File: src/rtl/sseg_pkg.sv
// Shared constants for the seven-segment display path.
// The driver and the capture side both import this, so their patterns agree.
package sseg_pkg;

  localparam int DIGITS = 4;

  // Active-low segment patterns, ordered {g,f,e,d,c,b,a}
  localparam logic [6:0] SEG_0 = 7'b1000000;
  localparam logic [6:0] SEG_1 = 7'b1111001;
  localparam logic [6:0] SEG_2 = 7'b0100100;
  localparam logic [6:0] SEG_3 = 7'b0110000;
  localparam logic [6:0] SEG_4 = 7'b0011001;
  localparam logic [6:0] SEG_5 = 7'b0010010;
  localparam logic [6:0] SEG_6 = 7'b0000010;
  localparam logic [6:0] SEG_7 = 7'b1111000;
  localparam logic [6:0] SEG_8 = 7'b0000000;
  localparam logic [6:0] SEG_9 = 7'b0010000;
  localparam logic [6:0] SEG_A = 7'b0001000;
  localparam logic [6:0] SEG_B = 7'b0000011;
  localparam logic [6:0] SEG_C = 7'b1000110;
  localparam logic [6:0] SEG_D = 7'b0100001;
  localparam logic [6:0] SEG_E = 7'b0000110;
  localparam logic [6:0] SEG_F = 7'b0001110;

  // Per-digit capture state
  typedef enum logic [1:0] {
    ST_IDLE   = 2'd0,
    ST_SETTLE = 2'd1,
    ST_HOLD   = 2'd2
  } st_t;

endpackage

File: src/rtl/sseg_decode.sv
// Combinational segment-pattern decoder: 7-bit active-low pattern to a hex nibble.
// Unknown patterns report valid = 0 and nibble = 0.
module sseg_decode
  import sseg_pkg::*;
(
  input  logic [6:0] seg,
  output logic       valid,
  output logic [3:0] nibble
);

  // Table lookup against the shared segment constants
  always_comb begin
    valid  = 1'b1;
    nibble = 4'h0;
    case (seg)
      SEG_0:   nibble = 4'h0;
      SEG_1:   nibble = 4'h1;
      SEG_2:   nibble = 4'h2;
      SEG_3:   nibble = 4'h3;
      SEG_4:   nibble = 4'h4;
      SEG_5:   nibble = 4'h5;
      SEG_6:   nibble = 4'h6;
      SEG_7:   nibble = 4'h7;
      SEG_8:   nibble = 4'h8;
      SEG_9:   nibble = 4'h9;
      SEG_A:   nibble = 4'hA;
      SEG_B:   nibble = 4'hB;
      SEG_C:   nibble = 4'hC;
      SEG_D:   nibble = 4'hD;
      SEG_E:   nibble = 4'hE;
      SEG_F:   nibble = 4'hF;
      default: valid  = 1'b0;
    endcase
  end

endmodule

File: src/rtl/sseg_capture.sv
// Rebuilds the 16-bit hex value shown on a multiplexed four-digit display
// by watching its anode/segment/dp lines on the shared clock.
module sseg_capture
  import sseg_pkg::*;
#(
  parameter int SETTLE       = 4,
  parameter int IDLE_TIMEOUT = 2**20
) (
  input  logic        clk,
  input  logic        reset,
  input  logic [3:0]  an,
  input  logic [6:0]  sseg,
  input  logic        dp,
  output logic [15:0] data,
  output logic [3:0]  dp_bits,
  output logic        frame_valid,
  output logic        frame_err,
  output logic        anode_err,
  output logic        link_lost
);

  localparam int CW = 8;
  localparam int IW = $clog2(IDLE_TIMEOUT + 1);
  localparam logic [CW-1:0] SETTLE_C   = CW'(SETTLE);
  localparam logic [IW-1:0] TIMEOUT_C  = IW'(IDLE_TIMEOUT);
  localparam logic [IW-1:0] TIMEOUT_M1 = IW'(IDLE_TIMEOUT - 1);

  logic [3:0]    an_q;
  logic [6:0]    sseg_q;
  logic          dp_q;
  logic [1:0]    prev_idx_reg;
  logic [6:0]    prev_sseg_reg;
  logic          prev_dp_reg;
  st_t           st_reg, st_next;
  logic [CW-1:0] cnt_reg, cnt_next;
  logic [IW-1:0] idle_cnt_reg;
  logic [3:0]    mask_reg, mask_next;
  logic          err_acc_reg, err_next;
  logic [4:0]    slot_reg [DIGITS];   // {dp lit, nibble} per digit
  logic [15:0]   shadow_flat;
  logic [3:0]    dp_flat;
  logic [15:0]   data_reg;
  logic [3:0]    dp_bits_reg;
  logic          frame_valid_reg, frame_err_reg, anode_err_reg, link_lost_reg;

  logic          idx_valid, multi_low, same_sample, latch, commit, timeout;
  logic [1:0]    idx;
  logic          dec_valid;
  logic [3:0]    dec_nibble;

  sseg_decode u_decode (
    .seg    (sseg_q),
    .valid  (dec_valid),
    .nibble (dec_nibble)
  );

  // Input register stage; the source shares clk so no synchronizer is needed
  always_ff @(posedge clk or negedge reset) begin
    if (!reset) begin
      an_q          <= 4'hF;
      sseg_q        <= 7'h7F;
      dp_q          <= 1'b1;
      prev_idx_reg  <= 2'd0;
      prev_sseg_reg <= 7'h7F;
      prev_dp_reg   <= 1'b1;
    end else begin
      an_q          <= an;
      sseg_q        <= sseg;
      dp_q          <= dp;
      prev_idx_reg  <= idx;
      prev_sseg_reg <= sseg_q;
      prev_dp_reg   <= dp_q;
    end
  end

  // Anode index: exactly one low bit selects a digit, several low is an error
  always_comb begin
    idx_valid = 1'b0;
    idx       = 2'd0;
    multi_low = 1'b0;
    case (an_q)
      4'b1110: begin idx_valid = 1'b1; idx = 2'd0; end
      4'b1101: begin idx_valid = 1'b1; idx = 2'd1; end
      4'b1011: begin idx_valid = 1'b1; idx = 2'd2; end
      4'b0111: begin idx_valid = 1'b1; idx = 2'd3; end
      4'b1111: begin idx_valid = 1'b0; end
      default: begin multi_low = 1'b1; end
    endcase
  end

  assign same_sample = (idx == prev_idx_reg) && (sseg_q == prev_sseg_reg) && (dp_q == prev_dp_reg);
  assign commit      = (mask_reg == 4'hF);
  assign timeout     = !idx_valid && (idle_cnt_reg == TIMEOUT_M1);

  // Settle FSM next state; the latch fires on the sample that completes the stable run
  always_comb begin
    st_next  = st_reg;
    cnt_next = cnt_reg;
    latch    = 1'b0;
    case (st_reg)
      ST_IDLE: begin
        if (idx_valid) begin
          cnt_next = CW'(1);
          st_next  = ST_SETTLE;
        end
      end
      ST_SETTLE: begin
        if (!idx_valid)       st_next  = ST_IDLE;
        else if (same_sample) cnt_next = cnt_reg + CW'(1);
        else                  cnt_next = CW'(1);
      end
      ST_HOLD: begin
        if (!idx_valid) begin
          st_next = ST_IDLE;
        end else if (idx != prev_idx_reg) begin
          cnt_next = CW'(1);
          st_next  = ST_SETTLE;
        end
      end
      default: st_next = ST_IDLE;
    endcase
    if (st_next == ST_SETTLE && cnt_next == SETTLE_C) begin
      latch   = 1'b1;
      st_next = ST_HOLD;
    end
  end

  // FSM state and settle counter
  always_ff @(posedge clk or negedge reset) begin
    if (!reset) begin
      st_reg  <= ST_IDLE;
      cnt_reg <= '0;
    end else begin
      st_reg  <= st_next;
      cnt_reg <= cnt_next;
    end
  end

  // Idle counter saturates so the timeout fires once per idle period
  always_ff @(posedge clk or negedge reset) begin
    if (!reset)                         idle_cnt_reg <= '0;
    else if (idx_valid)                 idle_cnt_reg <= '0;
    else if (idle_cnt_reg != TIMEOUT_C) idle_cnt_reg <= idle_cnt_reg + IW'(1);
  end

  // Frame mask and error accumulator; a latch in the commit cycle starts the next frame
  always_comb begin
    mask_next = commit ? 4'h0 : mask_reg;
    err_next  = commit ? 1'b0 : err_acc_reg;
    if (latch) begin
      mask_next[idx] = 1'b1;
      if (!dec_valid) err_next = 1'b1;
    end
    if (timeout) begin
      mask_next = 4'h0;
      err_next  = 1'b0;
    end
  end

  // Per-digit shadow slots
  generate
    for (genvar gi = 0; gi < DIGITS; gi++) begin : g_slot
      // Capture decoded nibble and dp for this digit; wiped on idle timeout
      always_ff @(posedge clk or negedge reset) begin
        if (!reset)                            slot_reg[gi] <= '0;
        else if (timeout)                      slot_reg[gi] <= '0;
        else if (latch && idx == 2'(gi))       slot_reg[gi] <= {!dp_q, dec_nibble};
      end
      assign shadow_flat[4*gi +: 4] = slot_reg[gi][3:0];
      assign dp_flat[gi]            = slot_reg[gi][4];
    end
  endgenerate

  // Frame publish, sticky anode error and link status
  always_ff @(posedge clk or negedge reset) begin
    if (!reset) begin
      mask_reg        <= 4'h0;
      err_acc_reg     <= 1'b0;
      data_reg        <= 16'h0;
      dp_bits_reg     <= 4'h0;
      frame_valid_reg <= 1'b0;
      frame_err_reg   <= 1'b0;
      anode_err_reg   <= 1'b0;
      link_lost_reg   <= 1'b0;
    end else begin
      mask_reg        <= mask_next;
      err_acc_reg     <= err_next;
      frame_valid_reg <= commit;
      if (commit) begin
        data_reg      <= shadow_flat;
        dp_bits_reg   <= dp_flat;
        frame_err_reg <= err_acc_reg;
      end
      if (multi_low) anode_err_reg <= 1'b1;
      if (timeout)   link_lost_reg <= 1'b1;
      else if (latch) link_lost_reg <= 1'b0;
    end
  end

  assign data        = data_reg;
  assign dp_bits     = dp_bits_reg;
  assign frame_valid = frame_valid_reg;
  assign frame_err   = frame_err_reg;
  assign anode_err   = anode_err_reg;
  assign link_lost   = link_lost_reg;

endmodule

File: config.mk
export PLATFORM = sky130hd
export DESIGN_NAME = sseg_capture
export DESIGN_NICKNAME = d
export VERILOG_FILES = /design/src/rtl/sseg_pkg.sv /design/src/rtl/sseg_decode.sv /design/src/rtl/sseg_capture.sv
export SDC_FILE = /design/constraint.sdc
export NUM_CORES = 1
export LEC_CHECK = 0
export CORE_MARGIN = 3
export CORE_UTILIZATION = 67
export DETAILED_ROUTE_END_ITERATION = 8
export DONT_BUFFER_PORTS = 1
export GPL_TIMING_DRIVEN = 0
export PLACE_DENSITY = 0.88
export REMOVE_ABC_BUFFERS = 1
export SETUP_SLACK_MARGIN = 0.2
export SLEW_MARGIN = 20
export SYNTH_ARGS = -nofsm -noshare
export SYNTH_HDL_FRONTEND = slang
export SYNTH_SLANG_ARGS = --single-unit
File: constraint.sdc
create_clock -name clk -period 6.1 [get_ports clk]
set_input_delay 1.22 -clock clk [delete_from_list [all_inputs] [get_ports clk]]
set_output_delay 1.22 -clock clk [all_outputs]
set_load 0.01 [all_outputs]
---- After elaboration in Yosys (flattened, before gate mapping) ----
Cells that the tools add are included.
word-level totals
  register bits after elaboration ......... 102
  input port bits ......................... 14
  output and inout port bits .............. 24
  logic and storage cells ................. 121
operators by class
  add/sub/neg operators ................... 2
  order comparisons ....................... 2
  equality and inequality tests ........... 34
  mux-type cells .......................... 38
  bitwise logic cells ..................... 1
  reductions and logical operators ........ 23
operators with widths
  cell                                                    number
  case mux 4 bit (15 select lines)                        1
  2-to-1 mux 21 bit                                       2
  2-to-1 mux 5 bit                                        8
  2-to-1 mux 8 bit                                        5
  equality test 7 bit (second input constant)             4
  case mux 8 bit (3 select lines)                         1
  adder 21 x 1 -> 21 bit (second input constant)          1
  equality test 21 x 20 -> 1 bit (second input constant)  1
  equality test 7 x 5 -> 1 bit (second input constant)    3
  equality test 7 x 6 -> 1 bit (second input constant)    3
  != test 21 bit (second input constant)                  1
  equality test 4 bit (second input constant)             5
  OR reduction 16 bit                                     1
  equality test 7 x 2 -> 1 bit (second input constant)    2
  equality test 7 x 4 -> 1 bit (second input constant)    2
  2-to-1 mux 4 bit                                        3
  case mux 2 bit (3 select lines)                         2
  nonzero test 2 bit                                      6
  2-to-1 mux 1 bit                                        10
  2-to-1 mux 2 bit                                        5
  logical AND 1 bit                                       9
  adder 8 x 1 -> 8 bit (second input constant)            1
  equality test 8 x 3 -> 1 bit (second input constant)    1
  equality test 7 x 3 -> 1 bit (second input constant)    1
  other kinds (16)                                        22

---- Longest topological paths before layout ----
Gate-level depths: netlist (run 1).
  depth after elaboration ................. 14
  depth in mapped cells ................... 9
  mapped depth without buffers ............ 8

---- By module ----
A second synthesis (run 1) with hierarchy kept.
unflattened totals
  cells, all modules ...................... 486
  area, all modules ....................... 4827.1 um^2
modules (own cells, without submodules)
  module        instances  cells an instance  area an instance (um^2)
  sseg_capture  1          430                4463.0
  sseg_decode   1          56                 364.1

---- Worst setup path before layout (run 1) ----
OpenSTA, ideal clock, no wires.
  kind .................................... register -> register
  from .................................... register sseg_q[3]
  to ...................................... register slot_reg, in the netlist dp_flat[2]
  library setup time ...................... 0.146 ns
  arrival time ............................ 2.141 ns
  required time ........................... 5.954 ns
  path slack .............................. 3.812 ns
  stages on the path, launching flop included .. 9
  period minus slack after synthesis ...... 2.288 ns
  cells stage by stage .................... dfstp_2 buf_2 xnor2_1 nand3_1 or3_1 nor4_4 nand4_1 mux2i_1 nor2_1
on the way
  word-level cells in the longest chain between the ends .. 11
ends and longest elaborated chain
  what                             RTL line             source
  start, declared                  sseg_capture.sv:29   logic [6:0] sseg_q;
  start signal, assigned           sseg_capture.sv:68   sseg_q <= sseg;
  equality test 7 bit              sseg_capture.sv:91   assign same_sample = (idx == prev_idx_reg) && (sseg_q == prev_sseg_reg) && (dp_q == prev_dp_reg);
  logical AND 1 bit (2 in a row)   sseg_capture.sv:91
  2-to-1 mux 8 bit                 sseg_capture.sv:109  else if (same_sample) cnt_next = cnt_reg + CW'(1);
  2-to-1 mux 8 bit                 sseg_capture.sv:108  if (!idx_valid) st_next = ST_IDLE;
  case mux 8 bit (3 select lines)  sseg_capture.sv:100  case (st_reg)
  equality test 8 x 3 -> 1 bit     sseg_capture.sv:122  if (st_next == ST_SETTLE && cnt_next == SETTLE_C) begin
  logical AND 1 bit                sseg_capture.sv:122
  2-to-1 mux 1 bit                 sseg_capture.sv:122
  logical AND 1 bit                sseg_capture.sv:167  else if (latch && idx == 2'(gi)) slot_reg[gi] <= {!dp_q, dec_nibble};
  nonzero test 2 bit (no line)     --
  end signal, assigned by index    sseg_capture.sv:167
  end, declared                    sseg_capture.sv:39   logic [4:0] slot_reg [DIGITS];
No other way between the ends.
A chain may end at the register's enable or synchronous reset.

---- Worst setup path in the final report (run 1) ----
  from .................................... register an_q[3]
  to ...................................... register slot_reg, in the netlist shadow_flat[4]
on the way
  word-level cells in the longest chain between the ends .. 13
  elaborated cells between the ends (all ways) .. 32
  classes of those cells .................. eq/ne: 9; mux: 15; reduce/logical: 8
ends and longest elaborated chain
  what                                                                 RTL line             source
  start, declared                                                      sseg_capture.sv:28   logic [3:0] an_q;
  start signal, assigned                                               sseg_capture.sv:67   an_q <= an;
  equality test 4 x 3 -> 1 bit or equality test 4 bit (tied branches)  sseg_capture.sv:81   case (an_q)
  case mux 2 bit (3 select lines)                                      sseg_capture.sv:81
  equality test 2 bit                                                  sseg_capture.sv:91
  logical AND 1 bit (2 in a row)                                       sseg_capture.sv:91
  2-to-1 mux 8 bit                                                     sseg_capture.sv:109
  2-to-1 mux 8 bit                                                     sseg_capture.sv:108
  case mux 8 bit (3 select lines)                                      sseg_capture.sv:100
  equality test 8 x 3 -> 1 bit                                         sseg_capture.sv:122
  logical AND 1 bit                                                    sseg_capture.sv:122
  2-to-1 mux 1 bit                                                     sseg_capture.sv:122
  logical AND 1 bit                                                    sseg_capture.sv:167
  nonzero test 2 bit (no line)                                         --
Parallel ways exist; a longest one is shown, timed or not.

==> flow_metrics.py, run 1 <==
metrics = {
    "worst_hold_path": {
        "min_path_type": "register to register",
        "hold_end": "prev_dp_reg$_DFF_PN1_",
        "hold_path_startpoint": "dp_q$_DFF_PN1_",
        "hold_path_depth": 0,
    },
    "clocking": {
        "cts_setup_buffers": 0,
        "h-tree-depth": 3,
        "cts-resized-gates": 0,
        "clock_sinks": 102,
        "cts_tree": "built",
        "path_clk_slew_ps": 100,
        "clock_path_buffers": 2,
        "cts_buffers": 9,
        "insertion_delay_ps": 360,
        "cts_hold_buf": 0,
        "cts_root_buf": "clkbuf_8",
    },
    "cells_and_area": {
        "layout_common_cells": "107 x nand2_1, 82 x dfrtp_1, 40 x nor2_1",
        "antenna_cells": 0,
        "layout_commonest_cell": "nand2_1",
        "drive_above_1_share_pct": 11.0,
        "fillers": 472,
        "area_delta_synth_final_pct": 4.59,
        "num-nets-final": 492,
        "final_area_um2": 5020,
        "largest_register_ffs": 21,
    },
    "critical_path": {
        "crit_type": "register to register",
        "slowest_stage": "o211ai_2",
        "r2r_start": "an_q[3]$_DFF_PN1_",
        "reg2reg_depth": 6,
        "max_stage_delay_ps": 910,
        "startpoint": "an_q[3]$_DFF_PN1_",
        "r2r_slack_ps": 2920,
        "critPathRequiredTime_ps": 6380,
        "startpoint_type": "register",
        "r2r-end": "shadow_flat[4]$_DFFE_PN0P_",
        "arrival_ps": 3450,
        "crit_chain": "xnor2_1 > o211ai_2 > or4_1 > o31a_1 > o21ai_0 > o21ai_0",
        "end_kind": "register",
        "cp_max_fo": 26,
        "crit_path_frequent_cell": "o21ai_0",
    },
    "routing": {
        "drtIter0Drc": 192,
        "viasPerCell": 6.04,
        "ant_nets": 0,
        "routed_wl_um": 9170,
        "drc_errors": 0,
        "vias": 3477,
        "wl_per_cell_um": 15.9,
        "drt_first_pass_iters": 4,
    },
    "synth": {
        "synthArstFlopShare_pct": 100,
        "netlist_area_um2": 4800,
        "synthDistinctLibCells": 64,
        "synthFlopType": "dfrtp_1",
        "synth_area_leaders": "dfrtp_1 43%, dfstp_2 11%, nand2_1 8.4%",
        "synth-edff-count": 0,
        "yosys.area.top_type_share_pct": 42.8,
        "yosysWarningCount": 0,
        "synth_top_area_cell": "dfrtp_1",
        "syn_inst": 483,
        "synth_seq_cells": 102,
        "postSynthAreaPerCell_um2": 9.93,
        "yosysSeqAreaShare_pct": 53.7,
    },
    "grt": {
        "grt_use_total_pct": 23.6,
        "grt_pass1_vias": 3446,
        "grt_max_degree": 103,
        "grt_pass1_wl_um": 15800,
        "antenna_found_initial": 0,
        "overflow": 0,
    },
    "pwr": {
        "power.leakage_nw": 2.32,
        "power_density_nw_per_um2": 244,
        "vdd_drop_max_uv": 165,
    },
    "sta": {
        "tightestPinTransition_ps": 1120,
        "max_freq_ghz": 0.315,
        "drv_slew": 0,
        "finalCriticalPeriod_ps": 3180,
        "max-slew-margin-rel_pct": 25.3,
        "grt_setup_unrepaired": "no",
        "min_period_over_period_pct": 52.1,
        "skew_ps": 12.0,
        "setup_viol": 0,
        "setup_tns_ps": 0,
        "hold_violations": 0,
    },
    "floorplanning": {
        "core_um2": 6870,
        "die_x_um": 90.6,
        "rows": 30,
        "die_height_um": 90.6,
        "die-area_um2": 8210,
        "initial_core_util_pct": 69.8,
        "ioPinCount": 38,
    },
    "placement": {
        "dpl_cell_area_um2": 4820,
        "io_buffers": 0,
        "gp_congestion": 0.861,
        "post-dp-hpwl_um": 6100,
    },
    "job": {
        "cap_violations": 0,
    },
    "outcome": {
        "outcome": "finished, final reports clean",
    },
}
[cells by family (layout without fill, tap and decap cells)]
group / after synthesis / count (layout) / synth area share [%]
AO/OA/AOI/OAI: 66 / 66 / 9.02
XOR/XNOR: 26 / 26 / 4.75
adder cells (fa/ha/maj): 4 / 4 / 0.991
buffers and inverters: 29 / 26 / 2.79
flip-flops: 102 / 102 / 53.7
multiplexers: 17 / 17 / 3.57
AND/OR/NAND/NOR: 239 / 239 / 25.1
[layout make-up]
class                           count  area, um^2  share of cell area, %
Inverter                            9        33.8                  0.673
Multi-Input combinational cell    352        2090                   41.6
Tap cell                           96         120                   2.39
Clock inverter                      6        51.3                   1.02
Timing Repair Buffer                1        11.3                  0.224
Clock buffer                       10         138                   2.74
Sequential cell                   102        2580                   51.4
[per-stage QoR]
stage / utilization [%] / total power, mW / hold slack [ps] / worst slack (ps) / instances
floorplan: - / 0.808 / 367 / 3550 / 463
global placement: 70.1 / 0.823 / 387 / 3060 / 559
detailed placement: 70.1 / 0.833 / 384 / 2970 / 559
CTS: 72.9 / 1.23 / 399 / 2950 / 575
global route: 73.0 / 1.28 / 409 / 2690 / 576
finish: 73.0 / 1.22 / 399 / 2920 / 576
[layer usage]
layer  vias up  GRT usage, %  wire, um
li1       1664             -         -
met1      1678          31.4      4000
met2       120          38.8      4540
met3        15          3.42       467
met4         0          10.2       162
met5         -             0         0
[worst max-delay path by stage]
stage	end	slack [ps]
CTS	shadow_flat[4]$_DFFE_PN0P_	2950
floorplan	shadow_flat[0]$_DFFE_PN0P_	3550
global route	shadow_flat[4]$_DFFE_PN0P_	2690
finish	shadow_flat[4]$_DFFE_PN0P_	2920
detailed placement	shadow_flat[4]$_DFFE_PN0P_	2970
global placement	shadow_flat[4]$_DFFE_PN0P_	3060
[report_power, final]
part / switching, mW / internal [mW]
Sequential: 0.0320 / 0.704
Clock: 0.234 / 0.167
Combinational: 0.0474 / 0.0385
Total: 0.313 / 0.909
[synthesized netlist by cell type, types with 5 or more instances]
master	n
a21oi_1	12
and3_1	7
buf_2	5
clkbuf_1	10
dfrtp_1	82
dfstp_2	20
inv_1	9
mux2i_1	16
nand2_1	107
nand3_1	21
nand4_1	12
nor2_1	40
nor3_1	5
o21ai_0	23
o31ai_1	5
or3_1	6
xnor2_1	15
xor2_1	11
[worst max-delay path, delay by kind of cell (launching register included)]
family / cells / cell delay (ps)
xor+xnor: 1 / 160
simple gates: 1 / 660
flops: 1 / 670
compound gates: 4 / 1590
(Power assumes the default switching activity.)
==> run 2, diff against run 1 <==
CORE_UTILIZATION = 57   (was 67)
PLACE_DENSITY = 0.8   (was 0.88)
clock period = 2.7 ns   (was 6.1 ns; I/O delays follow)
==> flow_metrics.py, run 2 (same netlist as run 1, synthesis figures left out) <==
metrics = {
    "pwr": {
        "clkPwrFrac_pct": 34.1,
        "power.leakage_nw": 2.44,
        "pwr-share-seq_pct": 57.9,
        "intPower_mw": 2.06,
        "vdd_drop_max_uv": 441,
        "power.total_mw": 2.85,
        "swShare_pct": 27.5,
        "comb_power_share_pct": 8.0,
        "p_sw_mw": 0.784,
        "power_density_nw_per_um2": 540,
    },
    "cells_and_area": {
        "layout_common_cells": "106 x nand2_1, 82 x dfrtp_1, 40 x nor2_1",
        "num-nets-final": 514,
        "area_delta_synth_final_pct": 9.91,
        "layout_commonest_cell": "nand2_1",
        "largest_register_ffs": 21,
        "multiInputGateArea_um2": 2160,
        "fillers": 596,
        "antenna_cells": 0,
        "stdcell_count": 604,
        "seqCellArea_um2": 2580,
        "drive_above_1_share_pct": 16.3,
    },
    "clocking": {
        "cts_root_buf": "clkbuf_8",
        "clock_sinks": 102,
        "path_clk_slew_ps": 120,
        "clock_path_buffers": 2,
        "cts_buffers": 9,
        "cts_tree": "built",
        "insertion_delay_ps": 370,
        "h-tree-depth": 3,
    },
    "routing": {
        "wl_per_cell_um": 16.1,
        "drc_errors": 0,
        "drt_first_pass_iters": 6,
        "ant_nets": 0,
        "routed_wl_um": 9740,
        "viasPerCell": 5.94,
        "drtIter0Drc": 293,
        "vias": 3586,
    },
    "sta": {
        "tightestPinTransition_ps": 774,
        "setup_viol": 0,
        "drv_slew": 0,
        "max_freq_ghz": 0.421,
        "grt_setup_unrepaired": "no",
        "hold_violations": 82,
        "skew_ps": 20.0,
        "min_period_over_period_pct": 88.0,
        "max-slew-margin-rel_pct": 48.0,
        "hold_ws_ps": -158,
        "finalCriticalPeriod_ps": 2380,
    },
    "floorplanning": {
        "die_height_um": 97.7,
        "die-area_um2": 9550,
        "ioPinCount": 38,
        "rows": 32,
        "die_x_um": 97.7,
        "core_um2": 7930,
        "initial_core_util_pct": 60.5,
    },
    "grt": {
        "grt_max_degree": 103,
        "grt_pass1_vias": 3464,
        "antenna_found_initial": 0,
        "grt_use_total_pct": 20.3,
        "grt_pass1_wl_um": 16100,
        "overflow": 0,
    },
    "placement": {
        "post-dp-hpwl_um": 6030,
        "dp.cells": 565,
        "gp_congestion": 0.822,
        "io_buffers": 0,
    },
    "critical_path": {
        "crit_type": "register to register",
        "cp_max_fo": 10,
        "end_kind": "register",
        "startpoint_type": "register",
        "critPathRequiredTime_ps": 2920,
        "arrival_ps": 2600,
    },
    "job": {
        "cap_violations": 0,
    },
    "worst_hold_path": {
        "min_path_type": "input pin to asynchronous set/reset pin",
    },
    "outcome": {
        "violations": "hold timing",
        "outcome": "finished, violations left",
    },
}
[run 2: worst paths after layout]
path	start	cells after the start	slack (ps)	endpoint
min	reset	0	-160	data[9]$_DFFE_PN0P_
min reg2reg	sseg_q[5]$_DFF_PN1_	0	390	prev_sseg_reg[5]$_DFF_PN1_
max in group asynchronous	reset	0	2590	prev_sseg_reg[3]$_DFF_PN1_
max reg2reg	an_q[3]$_DFF_PN1_	9	320	dp_flat[1]$_DFFE_PN0P_
min in group clk	an[2]	0	150	an_q[2]$_DFF_PN1_
max	an_q[3]$_DFF_PN1_	9	320	dp_flat[1]$_DFFE_PN0P_
[run 2: final cells by class]
cell class / count / area share, %
Clock inverter: 7 / 1.64
Inverter: 9 / 0.641
Tap cell: 102 / 2.42
Multi-Input combinational cell: 354 / 41.0
Sequential cell: 102 / 48.9
Clock buffer: 9 / 2.35
Timing Repair Buffer: 21 / 3.06
[run 2: routing by layer]
| metal | GRT usage [%] | wire length, um | up-vias |
|---|---|---|---|
| met5 | 0 | 0 | - |
| met4 | 8.41 | 341 | 0 |
| met3 | 4.07 | 527 | 27 |
| met2 | 32.8 | 4580 | 128 |
| met1 | 26.9 | 4290 | 1721 |
| li1 | - | - | 1710 |
[run 2: critical path, cell delays in order (launching register included)]
cell	delay (ps)
dfstp_2	600
buf_4	150
nand4b_1	230
o211ai_4	220
nand2b_1	140
nor4_4	360
buf_4	180
nand4_4	160
nand2_1	110
a21oi_1	70
[run 2: what timing repair did]
action / in CTS / in global routing
gates resized for setup: 5 / 8
endpoints found under the setup margin: 36 / 21
endpoints found under the hold margin: 86 / 88
cloned: 1 / 1
buffers inserted: 12 / 8
pin swaps: 7 / 6
[run 2: stage by stage]
step	util [%]	hold WS (ps)	TNS [ps]	setup WS, ps	area, um^2
6_report	66.5	-158	0	324	5270
5_1_grt	66.5	-185	0	183	5270
4_1_cts	65.1	-167	0	201	5160
3_5_place_dp	60.9	247	-8350	-490	4820
3_3_place_gp	60.9	247	-5270	-359	4820
2_1_floorplan	-	244	0	150	4700
[run 2: power by group through the flow]
stage / clock network (mW) / logic, mW / registers, mW
5_1_grt: 1.07 / 0.257 / 1.66
6_report: 0.970 / 0.228 / 1.65
2_1_floorplan: 0 / 0.155 / 1.67
3_5_place_dp: 0 / 0.191 / 1.69
3_3_place_gp: 0 / 0.180 / 1.68
4_1_cts: 0.991 / 0.215 / 1.65
==> run 3, diff against run 2 <==
HOLD_SLACK_MARGIN = 0.12   (was unset)
==> results of run 3 <==
Same layout as run 2: the final DEF is identical, and so are final timing and power.
